File: config.mk
export PLATFORM = sky130hd
export DESIGN_NAME = pixel_byte_feeder
export DESIGN_NICKNAME = d
export VERILOG_FILES = /design/src/rtl/pixel_byte_feeder.sv
export SDC_FILE = /design/constraint.sdc
export NUM_CORES = 1
export LEC_CHECK = 0
export CAP_MARGIN = 20
export CORE_ASPECT_RATIO = 0.5
export CORE_MARGIN = 5
export CORE_UTILIZATION = 51
export CTS_BUF_LIST = sky130_fd_sc_hd__clkbuf_4 sky130_fd_sc_hd__clkbuf_8
export CTS_CLUSTER_SIZE = 10
export DETAILED_ROUTE_END_ITERATION = 10
export MAX_ROUTING_LAYER = met4
export PLACE_DENSITY = 0.82
export SYNTH_ARGS = -nofsm -noshare
export SYNTH_HDL_FRONTEND = slang
export SYNTH_SLANG_ARGS = --single-unit
File: constraint.sdc
create_clock -name clk -period 3.03 [get_ports clk]
set_clock_uncertainty 0.15 [all_clocks]
set_input_delay 0.606 -clock clk [delete_from_list [all_inputs] [get_ports clk]]
set_output_delay 0.606 -clock clk [all_outputs]
set_load 0.005 [all_outputs]
File: src/rtl/pixel_byte_feeder.sv
// pixel_byte_feeder: takes 24-bit RGB pixels over valid/ready and emits them
// as three bytes (MSB first), tagged with the pixel's column and line.
// Optional feature macro: FEEDER_SOF_RESYNC_EN (pix_sof forces position (0,0)).
module pixel_byte_feeder #(
    parameter int unsigned H_PIXELS = 110,
    parameter int unsigned V_LINES  = 110
) (
    input  logic        clk,
    input  logic        reset,
    input  logic [23:0] pix_in,
    input  logic        pix_valid,
    input  logic        pix_sof,
    output logic        pix_ready,
    input  logic        out_ready,
    output logic [7:0]  FrameIn,
    output logic        byte_valid,
    output logic [1:0]  byte_idx,
    output logic [9:0]  PxOut,
    output logic [9:0]  LineOut,
    output logic        frame_done,
    output logic        sof_err
);

    localparam logic [9:0] LAST_PX   = 10'(H_PIXELS - 1);
    localparam logic [9:0] LAST_LINE = 10'(V_LINES - 1);

    typedef enum logic [1:0] {EMPTY, B0, B1, B2} state_t;

    state_t      state, stateNext;
    logic [23:0] holdReg;
    logic [9:0]  pxReg, lineReg;
    logic [9:0]  pxAdv, lineAdv;
    logic        firstPix;
    logic        readyEn;
    logic        accept;
    logic        sofHit;
    logic        frameDoneReg;

    assign accept     = pix_valid && pix_ready;
    assign PxOut      = pxReg;
    assign LineOut    = lineReg;
    assign frame_done = frameDoneReg;

    // Handshake, byte selection and next-state decode
    always_comb begin
        stateNext  = state;
        FrameIn    = '0;
        byte_idx   = '0;
        byte_valid = 1'b0;
        pix_ready  = readyEn && ((state == EMPTY) || ((state == B2) && out_ready));
        case (state)
            EMPTY: begin
                if (pix_valid && pix_ready) stateNext = B0;
            end
            B0: begin
                FrameIn    = holdReg[23:16];
                byte_idx   = 2'd0;
                byte_valid = 1'b1;
                if (out_ready) stateNext = B1;
            end
            B1: begin
                FrameIn    = holdReg[15:8];
                byte_idx   = 2'd1;
                byte_valid = 1'b1;
                if (out_ready) stateNext = B2;
            end
            B2: begin
                FrameIn    = holdReg[7:0];
                byte_idx   = 2'd2;
                byte_valid = 1'b1;
                if (out_ready) stateNext = (pix_valid && pix_ready) ? B0 : EMPTY;
            end
            default: stateNext = EMPTY;
        endcase
    end

    // Position the next accepted pixel would take without resync
    always_comb begin
        pxAdv   = '0;
        lineAdv = '0;
        if (!firstPix) begin
            if (pxReg == LAST_PX) begin
                pxAdv   = '0;
                lineAdv = (lineReg == LAST_LINE) ? '0 : lineReg + 10'd1;
            end else begin
                pxAdv   = pxReg + 10'd1;
                lineAdv = lineReg;
            end
        end
    end

    // State register
    always_ff @(posedge clk or negedge reset) begin
        if (!reset) state <= EMPTY;
        else        state <= stateNext;
    end

    // pix_ready is held off until the first edge after reset release
    always_ff @(posedge clk or negedge reset) begin
        if (!reset) readyEn <= 1'b0;
        else        readyEn <= 1'b1;
    end

    // Pixel capture and position tracking on acceptance
    always_ff @(posedge clk or negedge reset) begin
        if (!reset) begin
            holdReg  <= '0;
            pxReg    <= '0;
            lineReg  <= '0;
            firstPix <= 1'b1;
        end else if (accept) begin
            holdReg  <= pix_in;
            firstPix <= 1'b0;
            if (sofHit) begin
                pxReg   <= '0;
                lineReg <= '0;
            end else begin
                pxReg   <= pxAdv;
                lineReg <= lineAdv;
            end
        end
    end

    // Frame-complete pulse, registered off the edge that takes the last byte
    always_ff @(posedge clk or negedge reset) begin
        if (!reset) frameDoneReg <= 1'b0;
        else        frameDoneReg <= (state == B2) && out_ready &&
                                    (pxReg == LAST_PX) && (lineReg == LAST_LINE);
    end

`ifdef FEEDER_SOF_RESYNC_EN
    logic sofErrReg;

    assign sofHit  = pix_sof && ((pxAdv != '0) || (lineAdv != '0));
    assign sof_err = sofErrReg;

    // Flag a start-of-frame that arrived away from position (0,0)
    always_ff @(posedge clk or negedge reset) begin
        if (!reset) sofErrReg <= 1'b0;
        else        sofErrReg <= accept && sofHit;
    end
`else
    logic unusedSof;

    assign unusedSof = pix_sof;
    assign sofHit    = 1'b0;
    assign sof_err   = 1'b0;
`endif

endmodule

==> results of run 1 <==
## registers in the layout, indices dropped and copies added, names as in the netlist
| signal | flops |
|---|---|
| readyEn | 1 |
| LineOut | 10 |
| firstPix | 1 |
| state | 2 |
| frame_done | 1 |
| PxOut | 10 |
| holdReg | 24 |
## power groups by stage
| stage | sequential, uW | combinational, uW | clock (uW) |
|---|---|---|---|
| 2_1_floorplan | 1000 | 588 | 0 |
| 3_3_place_gp | 1040 | 1020 | 0 |
| 3_5_place_dp | 1050 | 1050 | 0 |
| 4_1_cts | 1040 | 1060 | 403 |
| 5_1_grt | 1080 | 1180 | 427 |
| 6_report | 1040 | 1050 | 397 |
## layout make-up
class	count	area share
multi-input cells	213	0.3743
clock buffers	6	0.02476
well taps	70	0.02626
inverters	9	0.01013
flip-flops and latches	49	0.3680
repair buffers	67	0.1943
clock inverters	1	0.002251
## routing by layer
layer,part of all wire,up-vias,GRT usage
li1,-,1120,-
met1,0.44,1091,0.2519
met2,0.49,94,0.3474
met3,0.056,9,0.04853
met4,0.014,0,0.09123
met5,0,-,-
## metrics by stage
stage / hold WS, ps / worst slack (ps) / utilization / power, uW / instance area [um2]
CTS: 127.5 / 87.37 / 0.6784 / 2503 / 3331
floorplan: 160.4 / 874.5 / - / 1588 / 2577
global placement: 308.7 / 334.8 / 0.6600 / 2053 / 3241
global route: 152.2 / 10.93 / 0.6794 / 2680 / 3336
finish: 119.0 / 167.8 / 0.6794 / 2494 / 3336
detailed placement: 319.3 / 286.1 / 0.6600 / 2100 / 3241
## worst max-delay path, stage by stage, from the launching register on
cell and delay, ps:
dfrtp_1 460, inv_1 150, ha_2 290, a222oi_1 370, nor2_1 70, clkdlybuf4s50_1 460
## kinds of logic (layout without fill, tap and decap cells)
kind of cell,Yosys count,in the layout,share of synthesized area
simple gates,149,149,0.2660
xor+xnor,5,5,0.01699
flops,49,49,0.4762
other cells,2,2,0.002914
compound gates,45,45,0.1379
mux,1,1,0.004369
fa+ha+maj,11,11,0.05340
buf+inv,24,83,0.04223
## cell usage after synthesis, drive strengths merged, types with 3 or more instances
cell type	n	share of area
a21o	3	0.0087
a21oi	3	0.0073
a222oi	8	0.031
a22o	3	0.010
and3	5	0.012
buf	8	0.019
clkbuf	7	0.010
dfrtp	48	0.47
ha	11	0.053
inv	9	0.013
nand2	84	0.12
nand3	6	0.012
nor2	19	0.029
nor2b	3	0.0073
nor3	7	0.014
nor4	6	0.015
nor4b	3	0.010
o211ai	6	0.017
o21ai	6	0.013
o31ai	8	0.025
or3	6	0.017
or4	5	0.016
xnor2	5	0.017
## worst max-delay path by stage
stage | slack (ps) | startpoint | end | cells after the start
2_1_floorplan | 870 | state[0] | LineOut[3] | 7
6_report | 170 | state[0] | FrameIn[2] | 5
5_1_grt | 10 | state[1] | FrameIn[5] | 5
3_3_place_gp | 330 | out_ready | PxOut[9] | 6
4_1_cts | 90 | state[0] | FrameIn[2] | 5
3_5_place_dp | 290 | out_ready | PxOut[9] | 6
==> metrics.csv, run 1 <==
metric;value;unit
Worst-Margin Slew;665.4;ps
CTS H-Tree Depth;2;
async set or reset register ratio after synthesis;1.000;
CP required;2270;ps
crit-path max FO;9;
Post-synth EDFFs;0;
status;completed;
IO buf count;60;
Max-Cap Viols;0;
# hold bufs at CTS;0;
Placeable Area;4910;um2
multi-input logic area;1249;um2
row cnt;18;
vias per cell;5.576;
synthesized netlist cell count;286;
Top-Level Pins;63;
TritonCTS Buffers;5;
GRT Total Usage;0.2096;
Final nets;385;
DRT Wirelength;6381;um
initial core utilization;0.5250;
root buffer cell;clkbuf_8;
endpoint class of the critical path;output port;
Reg clk slew, reported paths;90;ps
layout cells sized above 1;0.08116;
ys flop type;dfrtp_1;
Seq/Total Area, Yosys;0.4762;
cell-internal power;1576;uW
worst slew margin relative to its limit;0.5501;
sw frac;0.3679;
Bufs on Longest Clock Path;2;
routed length per instance;15.38;um
R2R Path Start;state[0];
setup TNS;0;ps
final setup fails;0;
RSZ-0062 raised after global routing;no;
post-synth net total;326;
Post-DP HPWL;4575;um
Distinct cells, synth;45;
Pre-antenna DRT Iters;4;
commonest non-fill, non-tap cell in the layout;nand2_1;
GPL Wtd Cong;0.8404;
Layout area overhead;29.42;%
Final Max Slew Viols;0;
setup slack, reg-to-reg;540;ps
Switch Pwr;917.4;uW
CTS resizes;0;
overall die width;110.5;um
most frequent cells in the layout;nand2_1 (84), clkdlybuf4s50_1 (59), dfrtp_1 (48);
Remaining Overflow, GRT;0;
fmax;0.3494;GHz
Reg power frac;0.418;
ant diodes;0;
Post-Layout Cell Count;415;
Yosys Warn Count;0;
R2R depth;7;
Yosys reg bits;49;
via count;2314;
DIE HEIGHT;60.27;um
die area;6662;um2
Post-CTS Setup Bufs;0;
Pwr Density;747.6;nW/um2
initial DRC count;180;
DP Cell Count;408;
FF+latch area;1227;um2
number of antenna violations at the first check in global routing;0;
combinational power share;0.423;
CTS tree;built;
Filler Cell Count;404;
drt drc;0;
vias in the first global route;2326;
clock power share;0.159;
largest net degree at the start of global routing;25;
final period utilization;0.9446;
Tmin final;2862;ps
Worst Setup Path Type;reg2out;
HP Class;in2async;
first-pass GRT wire length;10920;um
Max IR drop VDD;0.0004066;V
CP arrival;2110;ps
area of the mapped netlist;2577;um2
Clk Latency, worst-skew pair;300;ps
final hold violations;0;
Leak;0.001478;uW
CTS sink count;49;
RR Endpoint;PxOut[9];
Routed Antenna Nets;0;
Avg Cell Area, Syn;9.012;um2
crit path launch type;flip-flop;
(Power assumes the default switching activity.)
==> inputs of run 2 (changes only) <==
Settings changed: GPL_ROUTABILITY_DRIVEN set to 0, TNS_END_PERCENT set to 30.
==> run 2 against run 1 <==
Against the previous run: via count grew 0.52%; core utilization is essentially flat; flip-flop and latch count is the same; register-to-register slack lost 90 ps; global-route usage shrank 1.1 points; critical endpoint is now FrameIn[0]; combinational power is essentially flat; first-iteration DRC count shrank 18%; clock power grew 7.6%; maximum frequency shrank 1.1%.
==> metrics.csv, run 2 (same netlist as run 1, synthesis figures left out) <==
metric;value;unit
status;completed;
largest register by flop count;holdReg;
Pwr Density;753.8;nW/um2
vias per cell;5.605;
R2R Path Start;state[1];
via count;2326;
Worst-Margin Slew;680.6;ps
die area;6662;um2
final setup fails;0;
TritonCTS Buffers;5;
Layout area overhead;29.47;%
Filler Cell Count;438;
Util after Layout;0.6797;
CP arrival;2140;ps
Top-Level Pins;63;
fmax;0.3457;GHz
vias in the first global route;2284;
most frequent cells in the layout;nand2_1 (84), clkdlybuf4s50_1 (59), dfrtp_1 (48);
Reg clk slew, reported paths;90;ps
CP max-delay cell;clkdlybuf4s50_1;
worst slew margin relative to its limit;0.5399;
Pre-antenna DRT Iters;4;
critical-path cell list;ha_1 -> a222oi_1 -> nor2_1 -> clkdlybuf4s50_1;
Reg power frac;0.412;
DRT Wirelength;6340;um
number of antenna violations at the first check in global routing;0;
root buffer cell;clkbuf_8;
largest net degree at the start of global routing;38;
final hold violations;0;
Final nets;384;
CTS sink count;49;
setup slack, reg-to-reg;450;ps
hold slack;11.57;ps
setup TNS;0;ps
met3 Track Usage GR;0.04853;
GRT Total Usage;0.1990;
Leak;0.001486;uW
first-pass GRT wire length;10300;um
max incr delay on CP;530;ps
crit path launch type;flip-flop;
overall die width;110.5;um
met1 usage;0.2364;
max reg flops;24;
HP Class;in2async;
commonest non-fill, non-tap cell in the layout;nand2_1;
initial core utilization;0.5250;
Switch Pwr;916.9;uW
Tmin final;2893;ps
Clk Latency, worst-skew pair;300;ps
Bufs on Longest Clock Path;2;
endpoint class of the critical path;output port;
Post-CTS Setup Bufs;0;
ant diodes;0;
final period utilization;0.9548;
initial DRC count;147;
Post-DP HPWL;4500;um
CTS tree;built;
Final Max Slew Viols;0;
drt drc;0;
row cnt;18;
CTS H-Tree Depth;2;
Max IR drop VDD;0.0004846;V
Worst Setup Path Type;reg2out;
routing usage on met2;0.3353;
R2R depth;6;
Max-Cap Viols;0;
IO buf count;60;
RR Endpoint;PxOut[9];
crit-path max FO;12;
Routed Antenna Nets;0;
DIE HEIGHT;60.27;um
CP required;2270;ps
cell-internal power;1599;uW
Remaining Overflow, GRT;0;
RSZ-0062 raised after global routing;no;
busiest layer in global routing;met2;
combinational power share;0.418;
routed length per instance;15.28;um
clock power share;0.170;
sw frac;0.3645;
Placeable Area;4910;um2
layout cells sized above 1;0.07826;
-- run 2: per-stage QoR --
stage / power, uW / instances / setup WS [ps] / area [um2]
floorplan: 1588 / 286 / 874.5 / 2577
global route: 2688 / 415 / 13.91 / 3337
finish: 2515 / 415 / 137.0 / 3337
detailed placement: 2096 / 407 / 318.1 / 3233
CTS: 2524 / 415 / 120.4 / 3334
global placement: 2050 / 407 / 337.2 / 3233
-- run 2: worst max path at each step --
stage	startpoint	endpoint	slack [ps]	cells after the start
5_1_grt	state[1]	FrameIn[1]	10	4
3_5_place_dp	out_ready	PxOut[9]	320	6
4_1_cts	state[0]	FrameIn[6]	120	5
3_3_place_gp	out_ready	PxOut[9]	340	6
2_1_floorplan	state[0]	LineOut[3]	870	7
6_report	state[1]	FrameIn[0]	140	4
-- run 2: layout make-up --
class	count	area, um2	area share
multi-input cells	213	1246	0.3735
clock inverters	1	5.005	0.001500
well taps	70	87.58	0.02625
inverters	9	33.78	0.01012
flip-flops and latches	49	1227	0.3678
repair buffers	66	640.6	0.1920
clock buffers	7	96.34	0.02887
-- run 2: what timing repair did --
item | 4_1_cts | 5_1_grt
endpoints found under the setup margin | 0 | 2
endpoints found under the hold margin | 0 | 0
resized for setup | 0 | 1
hold buffers | 0 | 0
-- run 2: routing by layer --
metal  up-vias  part of all wire  wire [um]
li1       1111                 -          -
met1      1120              0.43       2754
met2        86              0.50       3158
met3         9             0.056        356
met4         0             0.011         70
met5         -                 0          0
-- run 2: critical path: cells and delay by family (launching register included) --
kind                     cells  cell delay [ps]
AND/OR/NAND/NOR              1              160
flip-flops                   1              470
buffers and inverters        1              530
AO/OA/AOI/OAI                1              190
adder cells (fa/ha/maj)      1              490
-- run 2: power groups by stage --
stage	clock, uW	combinational, uW	sequential, uW
floorplan	0	588	1000
global placement	0	1010	1040
detailed placement	0	1050	1040
CTS	435	1050	1030
global route	456	1170	1070
finish	427	1050	1040
